### src/rtl/fifo_drain_tx.sv
// Drains a show-ahead byte FIFO onto an async serial line as LSB-first 8-bit frames (start, data, optional even parity, stop).
// Latency: one IDLE fetch cycle from a non-empty FIFO to the start bit; frame = (1+8+PARITY_EN+STOP_BITS)*CLKS_PER_BIT clks.
// Backpressure: pops only in IDLE while tx_en=1 and the FIFO is non-empty; a frame in flight always runs to completion.
module fifo_drain_tx #(
  parameter int CLKS_PER_BIT = 16,
  parameter int PARITY_EN    = 0,
  parameter int STOP_BITS    = 1
) (
  input  logic        clk,
  input  logic        rst,
  input  logic        tx_en,
  input  logic        fifo_empty,
  input  logic [7:0]  fifo_dout,
  output logic        fifo_rd,
  output logic        tx,
  output logic        busy,
  output logic        frame_done,
  output logic [15:0] byte_count
);

  typedef enum logic [2:0] {
    IDLE   = 3'd0,
    START  = 3'd1,
    DATA   = 3'd2,
    PARITY = 3'd3,
    STOP   = 3'd4
  } state_t;

  // Last count value of one bit period; the counter restarts at every bit boundary.
  localparam logic [15:0] BAUD_LAST = 16'(CLKS_PER_BIT - 1);
  // The bit index doubles as the stop-bit counter while in STOP.
  localparam logic [2:0]  STOP_LAST = 3'(STOP_BITS - 1);
  localparam logic [2:0]  DATA_LAST = 3'd7;

  state_t      state, state_nxt;
  logic [15:0] baud_cnt, baud_nxt;
  logic [2:0]  bit_idx, bit_idx_nxt;
  logic [7:0]  shreg, shreg_nxt;
  logic        par_bit, par_nxt;
  logic        tx_nxt;
  logic        baud_last;

  assign baud_last = (baud_cnt == BAUD_LAST);
  assign busy      = (state != IDLE);

  // Next-state, datapath and strobe decode for the frame sequencer.
  always_comb begin
    state_nxt   = state;
    baud_nxt    = baud_cnt + 16'd1;
    bit_idx_nxt = bit_idx;
    shreg_nxt   = shreg;
    par_nxt     = par_bit;
    fifo_rd     = 1'b0;
    frame_done  = 1'b0;
    case (state)
      IDLE: begin
        baud_nxt = 16'd0;
        // Reset gates the pop so a FIFO never loses a byte while we are held in reset.
        fifo_rd  = tx_en & ~fifo_empty & ~rst;
        if (fifo_rd) begin
          shreg_nxt   = fifo_dout;
          par_nxt     = ^fifo_dout;
          bit_idx_nxt = 3'd0;
          state_nxt   = START;
        end
      end
      START: begin
        if (baud_last) begin
          baud_nxt    = 16'd0;
          bit_idx_nxt = 3'd0;
          state_nxt   = DATA;
        end
      end
      DATA: begin
        if (baud_last) begin
          baud_nxt  = 16'd0;
          shreg_nxt = {1'b0, shreg[7:1]};
          if (bit_idx == DATA_LAST) begin
            bit_idx_nxt = 3'd0;
            state_nxt   = (PARITY_EN != 0) ? PARITY : STOP;
          end else begin
            bit_idx_nxt = bit_idx + 3'd1;
          end
        end
      end
      PARITY: begin
        if (baud_last) begin
          baud_nxt    = 16'd0;
          bit_idx_nxt = 3'd0;
          state_nxt   = STOP;
        end
      end
      STOP: begin
        if (baud_last) begin
          baud_nxt = 16'd0;
          if (bit_idx == STOP_LAST) begin
            frame_done  = 1'b1;
            bit_idx_nxt = 3'd0;
            state_nxt   = IDLE;
          end else begin
            bit_idx_nxt = bit_idx + 3'd1;
          end
        end
      end
      default: begin
        baud_nxt    = 16'd0;
        bit_idx_nxt = 3'd0;
        state_nxt   = IDLE;
      end
    endcase
  end

  // Line level for the coming cycle, derived from where the sequencer is headed so tx stays registered.
  always_comb begin
    tx_nxt = 1'b1;
    case (state_nxt)
      START:   tx_nxt = 1'b0;
      DATA:    tx_nxt = shreg_nxt[0];
      PARITY:  tx_nxt = par_nxt;
      default: tx_nxt = 1'b1;
    endcase
  end

  // Sequencer state, bit timing and shift register; reset abandons any frame in flight.
  always_ff @(posedge clk or posedge rst) begin
    if (rst) begin
      state    <= IDLE;
      baud_cnt <= 16'd0;
      bit_idx  <= 3'd0;
      shreg    <= 8'd0;
      par_bit  <= 1'b0;
      tx       <= 1'b1;
    end else begin
      state    <= state_nxt;
      baud_cnt <= baud_nxt;
      bit_idx  <= bit_idx_nxt;
      shreg    <= shreg_nxt;
      par_bit  <= par_nxt;
      tx       <= tx_nxt;
    end
  end

  // Completed-frame counter; wraps naturally at 16 bits.
  always_ff @(posedge clk or posedge rst) begin
    if (rst) begin
      byte_count <= 16'd0;
    end else if (frame_done) begin
      byte_count <= byte_count + 16'd1;
    end
  end

endmodule

### config.mk
export PLATFORM = sky130hd
export DESIGN_NAME = fifo_drain_tx
export DESIGN_NICKNAME = d
export VERILOG_FILES = /design/src/rtl/fifo_drain_tx.sv
export SDC_FILE = /design/constraint.sdc
export NUM_CORES = 1
export LEC_CHECK = 0
export CAP_MARGIN = 40
export CORE_MARGIN = 10
export CORE_UTILIZATION = 40
export DETAILED_ROUTE_END_ITERATION = 16
export GPL_TIMING_DRIVEN = 0
export HOLD_SLACK_MARGIN = 0.05
export PLACE_DENSITY = 0.65
export SLEW_MARGIN = 20
export SYNTH_ARGS = -nofsm -noshare
export SYNTH_HDL_FRONTEND = slang
export SYNTH_SLANG_ARGS = --single-unit
### constraint.sdc
create_clock -name clk -period 2.3 [get_ports clk]
set_input_delay 0.46 -clock clk [delete_from_list [all_inputs] [get_ports clk]]
set_output_delay 0.46 -clock clk [all_outputs]
set_load 0.1 [all_outputs]
Word level (Yosys, flattened, before mapping). Cells that the tools add are included.

Muxes and demuxes: 27. $add $sub $neg: 3. Reductions and logical operators: 9. Bitwise logic cells: 4. Eq/ne operators: 13.

Operators with widths (count): 3-bit two-way mux (13); 16-bit by 1-bit adder with 16-bit output, second input constant (2); 16-bit two-way mux (2); 16-bit by 4-bit == test with 1-bit output, second input constant (1); 8-bit two-way mux (2); 8-bit case mux with 2 select lines (1); 3-bit case mux with 5 select lines (1); 3-bit by 2-bit == test with 1-bit output, second input constant (4); 3-bit case mux with 4 select lines (1); 8-bit parity (1); 3-bit by 1-bit == test with 1-bit output, second input constant (2); 3-bit == test, second input constant (2); 3-bit logical NOT (2); 1-bit two-way mux (6); 2-bit inequality test, second input constant (3); 4-bit AND reduction (1); 4-bit OR reduction (1); 3-bit by 1-bit adder with 3-bit output, second input constant (1); 1-bit case mux with 3 select lines (1); 3-bit AND reduction (1); 3-bit nonzero test (1); 1-bit AND (2); 2-bit by 1-bit inequality test with 1-bit output, second input constant (1); 1-bit NOT (2); 2 further kinds (2).

Bits of input ports: 12. Register bits: 48.

Longest topological paths before layout.
Depth in word-level cells: 7. Gate-level depth with buffers: 8. Mapped depth without buffers: 8.

Worst setup path before layout. No wires, ideal clock.

Path kind: register -> output. From: register baud_cnt[0]. To: output frame_done. Path slack: -614 ps. Arrival time: 2454 ps. Buffers on the path: 1. Stages on the path, launching flop included: 6. Cells stage by stage: dfrtp_1 -> ha_1 -> and3_1 -> clkbuf_1 -> nand4_1 -> nor2_1.

Longest elaborated chain between the ends: 3.

Ends and longest elaborated chain: start: declaration (line 36) `logic [15:0] baud_cnt, baud_nxt;`; start signal: assignment (line 135) `baud_cnt <= baud_nxt;`; 16-bit by 4-bit == test with 1-bit output (line 43) `assign baud_last = (baud_cnt == BAUD_LAST);`; 1-bit two-way mux (line 94) `if (baud_last) begin`; 1-bit two-way mux (line 55) `case (state)`; end: declaration (line 17) `output logic frame_done,`.

No other way between the ends.

Worst setup path after layout.
From: register state[1]. To: output busy.

Longest elaborated chain between the ends: 1.

Ends and longest elaborated chain: start: declaration (line 35) `state_t state, state_nxt;`; start signal: assignment (line 134) `state <= state_nxt;`; 3-bit nonzero test (line 44) `assign busy = (state != IDLE);`; end: declaration (line 16) `output logic busy,`.

No other way between the ends.

==> results.md <==
* Run status: completed
* Crit path cell chain: buf_4, or3_4, buf_6, dlygate4sd2_1, buf_12
* Hold WS at 0.4791 ns
* Routed Antenna Nets at 0
* Worst endpoint data arrival time at 1.79 ns
* Avg Cell Area, Syn at 10.37 sq um
* Worst path required time at 1.84 ns
* First-pass GRT wire length at 8997 um
* Initial antenna violation count at 0
* DR pass1 iterations at 4
* Inserted Clock Buffers at 5
* Synth-to-layout area growth at 39.56%
* CP max stage delay at 0.40 ns
* Residual DRC at 0
* Post-Syn Area at 2457 sq um
* Net count after synthesis at 254
* RD Place Congestion at 0.8263
* Row count at 28
* CTS tree: yes
* Post-route setup slack at 0.05177 ns
* Power share of the combinational group at 30.9%
* Io pins at 32
* Fin cells at 385
* Place WS at -0.6112 ns
* Post-synth EDFFs at 0
* Setup tns final at 0 ns
* Sequential share of the synthesized area at 48.93%
* Initial Util at 41.26%
* Least-Margin Pin Slew at 0.4589 ns
* Highest-delay cell along the critical path: dfrtp_1
* WL/cell at 13.35 um
* Layout Nets at 326
* Clock transition at path regs at 0.09 ns
* Total Wirelength at 5138 um
* IO buf count at 31
* Chip Height at 98.38 um
* Die width at 98.38 um
* Hold Vio Cnt, Final at 0
* Clock Skews at 0.01017 ns
* Kind of launch point of the worst setup path: register
* Critical path fanouts, max at 5
* Total vias in the final route at 1892
* Top cell type's share of synthesized area at 47.86%
* Ant diodes at 0
* Worst VDD drop at 0.6177 mV
* Commonest non-fill, non-tap cells in the layout: dfrtp_1 (45), nor2_1 (28), clkdlybuf4s50_1 (28)
* Total GRT Usage at 10.84%
* Period minus WS final at 2.248 ns
* Vias in the first global route at 1951
* Cell count after synthesis at 237
* Fill cells at 540
* Post-synth top area cell: dfrtp_1
* Die ar. at 9679 sq um
* Static Leak at 0.001547 uW
* Fmax at 444.8 MHz
* Final HPWL DP at 3807 um
* Cell internal pwr at 1509 uW
* Max-cap viol count at 0
* Switch Pwr at 787.4 uW
* Commonest non-fill, non-tap cell in the layout: dfrtp_1
* Tightest Hold Check Type: input port to asynchronous set/reset pin
* Worst skew pair latency at 0.30 ns
* 1st-iter DRT viols at 70
* Primary FF master, synth: dfrtp_1
* Clk network pwr share at 21.6%
* Yosys reg bits at 48
* Vias per Instance at 4.914
* CP Capture Type: output pin
* PwrDens at 669.7 nW/um^2
* Pin count of the biggest net entering global routing at 35
* Area of the core at 5956 sq um
* Post-synth ARST share at 100.0%
* Max H-tree Level at 2
* CTS max path bufs at 2
* Share of layout cells above drive strength 1 at 23.55%
* Sequential power share at 47.5%
* Hold_buf cts at 0
* Grt ovf at 0
* Net Sw Frac at 34.28%
* Finish-stage setup viols at 0
* Final slew viol count at 0
* Post-synthesis cell type count at 41
* Tcrit/Tclk final at 97.75%
* Synthesis warning total at 0
* CP Class: register to output pin
* Root Buffer: clkbuf_8
* Relative slew margins at 69.24%
* Sink Count at 48
* Cells taking the most area after synthesis: dfrtp_1 (48%), xnor2_1 (7.1%), xor2_1 (5.7%), nor2_1 (4.4%), nand2_1 (4.3%)
* Worst reg2reg path depth at 10
* Post-Place Cells at 364
## cells in the mapped netlist, drive strengths merged (2+ instances only)
cell and instances:
nand2b 3, and4 4, clkbuf 2, a22oi 6, dfrtp 47, nor3 5, xnor2 20, nand3 8
nor2b 2, a21oi 6, nand2 28, nor2 30, xor2 16, ha 5, or3 2, nor4 3
o21ai 6, nor3b 2, buf 3, nand4 10, inv 12, and3 5
## per-layer routing
layer | GRT usage (%) | vias to the layer above | share of wire (%)
met4 | 2.977 | 0 | 1.1
met2 | 17.40 | 21 | 49
met3 | 3.453 | 6 | 3.2
met1 | 13.63 | 918 | 47
li1 | - | 947 | -
met5 | 0 | - | 0
## power by group through the flow
stage          Combinational, uW  Sequential [uW]  Clock, uW
6_report                     710             1090        497
5_1_grt                      788             1110        548
4_1_cts                      680             1080        507
3_5_place_dp                 649             1100          0
3_3_place_gp                 581             1090          0
2_1_floorplan                396             1140          0
## path summary, 6_finish.rpt
| kind | startpoint | to | slack (ns) |
|---|---|---|---|
| worst max-delay path | state[1] | busy | 0.05 |
| worst min-delay path | rst | baud_cnt[2] | 0.48 |
| worst max register to register | state[1] | tx | 0.17 |
| worst min register to register | byte_count[15] | byte_count[15] | 0.48 |
| max in group asynchronous | rst | baud_cnt[11] | 1.34 |
| min in group clk | byte_count[15] | byte_count[15] | 0.48 |
## state kept, by name, indices dropped and copies added, names as in the netlist
register	cells
baud_cnt	16
byte_count	16
tx	1
bit_idx	3
par_bit	1
shreg	8
state	3
## layout make-up
class                           instances  area, sq um  area share, %
Buffer                                  4        31.28         0.9121
Clock buffer                            6        72.57          2.116
Clock inverter                          2        12.51         0.3648
Inverter                               12        45.04          1.313
Multi-Input combinational cell        172         1225          35.72
Sequential cell                        48         1205          35.13
Tap cell                               75        93.84          2.736
Timing Repair Buffer                   66        744.5          21.71
## worst max-delay path, delay by kind of cell, from the launching register on
kind	cells	cell delay, ns
buffers and inverters	4	0.73
and+or+nand+nor	1	0.37
DFF	1	0.40
## stage by stage
stage | instance area [sq um] | total power (uW) | util [%]
2_1_floorplan | 2465 | 1538 | -
3_3_place_gp | 2869 | 1676 | 48.17
5_1_grt | 3430 | 2445 | 57.58
3_5_place_dp | 3189 | 1747 | 53.55
4_1_cts | 3318 | 2268 | 55.71
6_report | 3430 | 2297 | 57.58
## cells by family after synthesis
logic type | Yosys count | share of synthesized area (%)
fa+ha+maj | 5 | 2.546
compound gates | 24 | 7.434
mux | 1 | 0.4582
simple gates | 106 | 25.05
xor+xnor | 36 | 12.83
flops | 48 | 48.93
buf+inv | 17 | 2.749
## timing repair
item                                    CTS  global route
resized for setup                        11             8
endpoints found under the setup margin    3             3
pin swaps                                 3             6
buffers inserted                          4            12
Note: power is estimated with default switching activity, not from simulation.
